## src/rtl/player_cmd_gen.sv

```systemverilog
// Player command generator: debounced buttons to frame-aligned move/jump commands with hit stun.
// Optional jump buffering is enabled by defining JUMP_BUFFER_EN.
module player_cmd_gen #(
  parameter int unsigned DEB_CYCLES      = 250000,
  parameter int unsigned STUN_FRAMES     = 12,
  parameter int unsigned JUMP_BUF_FRAMES = 6
) (
  input  logic clk,
  input  logic reset,
  input  logic SCEN,
  input  logic btn_left,
  input  logic btn_right,
  input  logic btn_jump,
  input  logic jump_active,
  input  logic hit,
  output logic move_left,
  output logic move_right,
  output logic jump,
  output logic move_enable
);

  localparam int unsigned DebW  = $clog2(DEB_CYCLES) + 1;
  localparam int unsigned StunW = $clog2(STUN_FRAMES) + 1;

  localparam logic [DebW-1:0]  DebLast  = DebW'(DEB_CYCLES - 1);
  localparam logic [StunW-1:0] StunLoad = StunW'(STUN_FRAMES);

  if (DEB_CYCLES == 0 || STUN_FRAMES == 0 || JUMP_BUF_FRAMES == 0) begin : g_bad_param
    $error("player_cmd_gen: DEB_CYCLES, STUN_FRAMES and JUMP_BUF_FRAMES must be nonzero");
  end

  typedef enum logic [1:0] {J_IDLE, J_PEND, J_ISSUE, J_RELEASE} jump_state_e;

  // Bit order for the per-button vectors: 0 left, 1 right, 2 jump.
  logic [2:0] sync1;
  logic [2:0] sync2;
  logic [2:0] db;

  always_ff @(posedge clk or posedge reset) begin
    if (reset) begin
      sync1 <= '0;
      sync2 <= '0;
    end else begin
      sync1 <= {btn_jump, btn_right, btn_left};
      sync2 <= sync1;
    end
  end

  for (genvar i = 0; i < 3; i++) begin : g_deb
    logic [DebW-1:0] cnt;
    logic            lvl;

    always_ff @(posedge clk or posedge reset) begin
      if (reset) begin
        cnt <= '0;
        lvl <= 1'b0;
      end else if (sync2[i] == lvl) begin
        cnt <= '0;
      end else if (cnt == DebLast) begin
        cnt <= '0;
        lvl <= sync2[i];
      end else begin
        cnt <= cnt + DebW'(1);
      end
    end

    assign db[i] = lvl;
  end

  // After reset the jump edge detector stays disarmed until the jump button has been
  // seen released for a full debounce period, so a button held through reset cannot fire.
  logic [1:0]      sync_fill;
  logic            jump_armed;
  logic [DebW-1:0] rel_cnt;

  always_ff @(posedge clk or posedge reset) begin
    if (reset) begin
      sync_fill  <= '0;
      jump_armed <= 1'b0;
      rel_cnt    <= '0;
    end else begin
      sync_fill <= {sync_fill[0], 1'b1};
      if (!jump_armed) begin
        if (sync_fill[1] && !sync2[2]) begin
          if (rel_cnt == DebLast) begin
            jump_armed <= 1'b1;
          end else begin
            rel_cnt <= rel_cnt + DebW'(1);
          end
        end else begin
          rel_cnt <= '0;
        end
      end
    end
  end

  always_ff @(posedge clk or posedge reset) begin
    if (reset) begin
      move_left  <= 1'b0;
      move_right <= 1'b0;
    end else if (SCEN) begin
      move_left  <= db[0] & ~db[1];
      move_right <= db[1] & ~db[0];
    end
  end

  // stun_pend marks a hit not yet reflected in move_enable; that SCEN does not count down.
  logic [StunW-1:0] stun_cnt;
  logic             stun_pend;

  always_ff @(posedge clk or posedge reset) begin
    if (reset) begin
      stun_cnt    <= '0;
      stun_pend   <= 1'b0;
      move_enable <= 1'b1;
    end else begin
      if (SCEN && stun_pend) begin
        move_enable <= 1'b0;
      end
      stun_pend <= hit | (stun_pend & ~SCEN);
      if (hit) begin
        stun_cnt <= StunLoad;
      end else if (SCEN && !stun_pend && stun_cnt != '0) begin
        stun_cnt <= stun_cnt - StunW'(1);
        if (stun_cnt == StunW'(1)) begin
          move_enable <= 1'b1;
        end
      end
    end
  end

  jump_state_e jstate;
  logic        db_j_prev;
  logic        jump_rise;
  logic        jump_ok;

  assign jump_rise = jump_armed & db[2] & ~db_j_prev;
  assign jump_ok   = ~jump_active & move_enable;

`ifdef JUMP_BUFFER_EN
  localparam int unsigned BufW = $clog2(JUMP_BUF_FRAMES) + 1;
  localparam logic [BufW-1:0] BufLoad = BufW'(JUMP_BUF_FRAMES);
  logic [BufW-1:0] buf_cnt;
`endif

  always_ff @(posedge clk or posedge reset) begin
    if (reset) begin
      jstate    <= J_IDLE;
      jump      <= 1'b0;
      db_j_prev <= 1'b0;
`ifdef JUMP_BUFFER_EN
      buf_cnt   <= '0;
`endif
    end else begin
      db_j_prev <= db[2];
      case (jstate)
        J_IDLE: begin
          if (jump_rise) begin
            jstate <= J_PEND;
`ifdef JUMP_BUFFER_EN
            buf_cnt <= BufLoad;
`endif
          end
        end
        J_PEND: begin
          if (SCEN) begin
            if (jump_ok) begin
              jump   <= 1'b1;
              jstate <= J_ISSUE;
            end else begin
`ifdef JUMP_BUFFER_EN
              // Each ineligible frame spends one buffer credit; out of credit drops the press.
              if (buf_cnt != '0) begin
                buf_cnt <= buf_cnt - BufW'(1);
              end else begin
                jstate <= db[2] ? J_RELEASE : J_IDLE;
              end
`else
              jstate <= db[2] ? J_RELEASE : J_IDLE;
`endif
            end
          end
        end
        J_ISSUE: begin
          if (SCEN) begin
            jump   <= 1'b0;
            jstate <= db[2] ? J_RELEASE : J_IDLE;
          end
        end
        J_RELEASE: begin
          if (!db[2]) begin
            jstate <= J_IDLE;
          end
        end
        default: jstate <= J_IDLE;
      endcase
    end
  end

endmodule

```

## config.mk

```make
export PLATFORM = sky130hd
export DESIGN_NAME = player_cmd_gen
export DESIGN_NICKNAME = d
export VERILOG_FILES = /design/src/rtl/player_cmd_gen.sv
export SDC_FILE = /design/constraint.sdc
export NUM_CORES = 1
export LEC_CHECK = 0
export CAP_MARGIN = 30
export CORE_AREA = 2 2 104 106
export DETAILED_ROUTE_END_ITERATION = 8
export DIE_AREA = 0 0 106 108
export GPL_ROUTABILITY_DRIVEN = 0
export PLACE_DENSITY_LB_ADDON = 0.25
export SETUP_SLACK_MARGIN = 0.4
export SLEW_MARGIN = 20
export SYNTH_ARGS = -nofsm -noshare
export SYNTH_HDL_FRONTEND = slang
export SYNTH_SLANG_ARGS = --single-unit
```

## constraint.sdc

```tcl
create_clock -name clk -period 6.4 [get_ports clk]
set_input_delay 1.28 -clock clk [delete_from_list [all_inputs] [get_ports clk]]
set_output_delay 1.28 -clock clk [all_outputs]
set_load 0.01 [all_outputs]
```

Word-level counts from Yosys, hierarchy flattened
Index checks and enable logic that the tools add are counted.
{"block": "totals", "reg_bits": 101, "latchBits": 0, "ram_bits": 0, "mem_bits_ro": 0, "inputBits": 8, "output_inout_bits": 4, "word_cells": 101, "mem_count": 0}
{"block": "op_classes", "addsub": 5, "multipliers": 0, "div_mod_pow": 0, "order_cmp": 0, "eq_ne": 17, "shift": 0, "mux": 28, "bitwise_logic": 16, "n_reduce_logical": 16}
{"operator": "$mux W19", "n": 8}
{"operator": "$add A19 B1 Y19 const B", "n": 4}
{"operator": "$eq A19 B18 Y1 const B", "n": 4}
{"operator": "$mux W2", "n": 6}
{"operator": "$ne A2 B2 Y1 const B", "n": 6}
{"operator": "$mux W1", "n": 10}
{"operator": "$mux W5", "n": 2}
{"operator": "$not A1 Y1", "n": 9}
{"operator": "$pmux W2 S4", "n": 1}
{"operator": "$reduce_and A2 Y1", "n": 4}
{"operator": "$reduce_and A4 Y1", "n": 2}
{"operator": "$and A1 B1 Y1", "n": 6}
{"operator": "$eq A5 B1 Y1 const B", "n": 1}
{"operator": "$reduce_bool A5 Y1", "n": 1}
{"operator": "$sub A5 B1 Y5 const B", "n": 1}
{"operator": "$eq A2 B2 Y1 const B", "n": 2}
{"operator": "$logic_and A1 B1 Y1", "n": 4}
{"operator": "$reduce_bool A2 Y1", "n": 2}
{"operator": "$eq A1 B1 Y1", "n": 3}
{"operator": "$eq A2 B1 Y1 const B", "n": 1}
{"operator": "$logic_not A1 Y1", "n": 2}
{"operator": "$logic_not A2 Y1", "n": 1}
{"operator": "$pmux W1 S2", "n": 1}
{"operator": "$or A1 B1 Y1", "n": 1}

Depth between registers and ports, before layout
{"block": "depth", "ltp_word": 5, "depth_mapped": 6}

Least setup slack after synthesis
No wires, ideal clock.
{"block": "synth_timing", "path_kind": "input -> register", "from": "input port jump_active", "to": "register jump", "setup_time_ps": 71, "arrival_time_ps": 2033, "required_ps": 6329, "path_slack_ps": 4295, "cell_stages": 3, "n_path_buf": 0, "path_cell_list": "or3b_2 -> o21ba_2 -> nor2_1"}
{"block": "synth_between", "elab_chain_len": 4}
{"element": "start: declaration", "line_no": "14", "text": "input logic jump_active,"}
{"element": "$not A1 Y1", "line_no": "138", "text": "assign jump_ok = ~jump_active & move_enable;"}
{"element": "$and A1 B1 Y1", "line_no": "138"}
{"element": "$ne A2 B2 Y1 (no source line)"}
{"element": "$reduce_and A4 Y1 (no source line)"}
{"element": "end signal: assignment", "line_no": "149", "text": "jump <= 1'b0;"}
{"element": "end signal: assignment", "line_no": "168", "text": "jump <= 1'b1;"}
{"element": "end signal: assignment", "line_no": "186", "text": "jump <= 1'b0;"}
{"element": "end: declaration", "line_no": "18", "text": "output logic jump,"}
Every way passes these cells.
A chain may end at the register's enable or synchronous reset.

Worst setup path after layout
{"block": "layout_timing", "from": "register move_enable", "to": "output port move_enable"}
{"element": "start: declaration", "line_no": "19", "text": "output logic move_enable"}
{"element": "start signal: assignment", "line_no": "115", "text": "move_enable <= 1'b1;"}
{"element": "start signal: assignment", "line_no": "118", "text": "move_enable <= 1'b0;"}
{"element": "start signal: assignment", "line_no": "126", "text": "move_enable <= 1'b1;"}
No word-level cell between the ends.

==> impl_metrics.ini <==
[synthesis]
syn-cell-area_sq_um = 4891
synth.distinct_cells = 53
synth_seq_cells = 101
synthesis.nets = 506
synthCells = 492
synth.area.top_cells = dfrtp_1, xnor2_1, nor2_1, nand3_1, nand2_1
synth_warnings = 0
synth.most_common_cell = dfrtp_1
synth_area_leader_cell = dfrtp_1
synth.avg_cell_area_sq_um = 9.941
synth_edf_count = 0
synth_common_cells = dfrtp_1, nor2_1, xnor2_1
synth-main-ff-cell = dfrtp_1
ys_async_sr_fraction = 1.000
ys_seq_area_frac = 0.5170
synth_top_area_frac = 0.5116

[timing]
drv_slew = 0
worst_pin_slew_ns = 0.7329
maxSlewHeadroom = 0.5114
fin_tns_setup_ns = 0
fin_worst_skew_ns = 0.008998
finalCritPeriodShare = 0.4277
finalWorstSetupSlack_ns = 3.662
post-route-min-period_ns = 2.738
timing.fmax_mhz = 365.3
rsz0062_at_grt = no
hold_viol_final = 0
setup_viol = 0

[power]
clockPowerShare = 0.358
max-vdd-ir-drop_mv = 0.1208
leakagePower_nw = 2.187
p_comb_frac = 0.052
switching_share = 0.2568
intPower_mw = 0.8365
p_switching_mw = 0.2890
sequentialPowerShare = 0.590
powerDensity_nw_per_um2 = 209.4

[clock_tree]
cts_setup_buffers = 0
cts_tree = built
clk_path_buf_depth = 2
root_buffer = clkbuf_8
cts_sinks = 101
cts_resized = 0
htreeDepth = 3
numCtsBuffers = 9
clk_latency_ns = 0.36
hold_buffers = 0
clkTransAtPathRegs_ns = 0.11

[setup_path]
worstSetupPathDepth = 1
cp_slowest_stage_delay_ns = 0.56
cpMaxStageDelayCell = dfstp_2
end_kind = output pin
critPathTopFamily = flip-flops
reg2regPathDepth = 4
reg2reg_to = rel_cnt[17]
worstSetupEndpoint = move_enable
crit_arrival_ns = 1.46
crit_type = register to output pin
cp.required_ns = 5.12
reg2reg_slack_ns = 4.41
cp_max_fo = 3
startpoint = move_enable
reg2reg_from = jump_armed
path_buf_inv = 1
startpoint_type = register
worstPathCellList = clkdlybuf4s50_1

[place]
place_area_sq_um = 5145
post-place-ws_ns = 3.466
io_buffers = 11
hpwl_um = 6019
dpl.cell_count = 629

[floorplan]
ios = 12
dieWidth_um = 106
die_h_um = 108
dieArea_sq_um = 11450
row_count = 37
initial_core_util = 0.4780
coreArea_sq_um = 10230

[detailed_routing]
routed_wirelength_um = 8907
wl_per_cell_um = 13.79
drt-initial-drc-count = 133
drcViolationCount = 0
post_drt_via_cell_ratio = 5.599
firstDrtPassIters = 4
antenna_left = 0
routed-via-count = 3617

[hold_path]
hp-class = register to register

[global_route]
antenna_found_initial = 0
grt-ovfl-total = 0
grt_usage = 0.1696
grt_pass1_wl_um = 15880
grt_max_degree = 80
grt_pass1_vias = 3484

[finish]
num_antenna_cells = 0
final_util = 0.5253
syn2layout_area_growth_pct = 9.875
drive_above_1_share = 0.07451
final_nets = 519
stdcell_count = 646
design_area_sq_um = 5374

[run]
cap_violations = 0

[run_status]
status = completed
## how the worst min path moves through the flow
stage	end	startpoint	cells past startpoint
after floorplan	sync2[0]	sync1[0]	0
after global placement	sync_fill[1]	sync_fill[0]	0
after detailed placement	sync2[1]	sync1[1]	0
after CTS	sync2[0]	sync1[0]	0
after global routing	sync2[1]	sync1[1]	0
final	sync2[0]	sync1[0]	0
## kinds of logic after synthesis
logic type	after synthesis	synth area share
DFF	101	0.5170
and+or+nand+nor	223	0.2446
AOI/OAI and AO/OA	74	0.09951
muxes	7	0.01509
other	1	0.0007667
buffers and inverters	36	0.02891
adders and majority gates	6	0.01535
xor gates and xnor gates	44	0.07879
## power groups by stage
stage	Sequential [mW]	Clock, mW	Combinational, mW
after floorplan	0.673	0	0.0417
after global placement	0.675	0	0.0555
after detailed placement	0.676	0	0.0579
after CTS	0.663	0.419	0.0584
after global routing	0.666	0.445	0.0692
final	0.663	0.403	0.0589
## flip-flops by register name (all words and copies together) (netlist names)
signal       count
g_deb.cnt       57
move_enable      1
g_deb.lvl        3
stun_pend        1
sync2            3
move_left        1
db_j_prev        1
jump_armed       1
jstate           2
jump             1
stun_cnt         5
move_right       1
rel_cnt         19
sync_fill        2
sync1            3
## layout make-up
cell class | count | area (sq um)
Inverter | 23 | 88.84
Fill cell | 915 | 4857
Tap cell | 136 | 170.2
Sequential cell | 101 | 2529
Timing Repair Buffer | 15 | 163.9
Multi-Input combinational cell | 355 | 2221
Clock buffer | 10 | 137.6
Clock inverter | 6 | 63.81
## layout by cell type (no fill, tap or decap), drive strengths merged, types with 4 or more instances in the layout
master | netlist | layout
o311ai | 4 | 4
clkdlybuf4s50 | 0 | 11
xor2 | 10 | 10
ha | 6 | 6
and4 | 5 | 5
and3 | 11 | 11
clkbuf | 8 | 10
or4 | 5 | 5
o41ai | 5 | 5
inv | 23 | 27
a31oi | 4 | 4
nand4 | 17 | 17
a21oi | 18 | 18
nand2 | 33 | 33
nand3 | 28 | 28
nor4b | 5 | 5
or3 | 6 | 6
mux2i | 4 | 4
o21ai | 19 | 19
xnor2 | 34 | 34
dfrtp | 100 | 100
buf | 5 | 4
nor3 | 17 | 17
nor4 | 16 | 16
nor2 | 65 | 65
## routing by layer
| layer | vias to the layer above | GRT usage | wire, um |
|---|---|---|---|
| met5 | - | 0 | 0 |
| met3 | 8 | 0.03255 | 196 |
| met2 | 47 | 0.2677 | 4140 |
| li1 | 1802 | - | - |
| met1 | 1760 | 0.2368 | 4490 |
| met4 | 0 | 0.05827 | 80 |
## stage by stage
step | hold slack, ns | total power [mW]
6_report | 0.3525 | 1.125
5_1_grt | 0.3636 | 1.180
4_1_cts | 0.3560 | 1.141
3_5_place_dp | 0.3347 | 0.7337
3_3_place_gp | 0.3337 | 0.7307
2_1_floorplan | 0.3312 | 0.7145
Note: power is estimated with default switching activity, not from simulation.
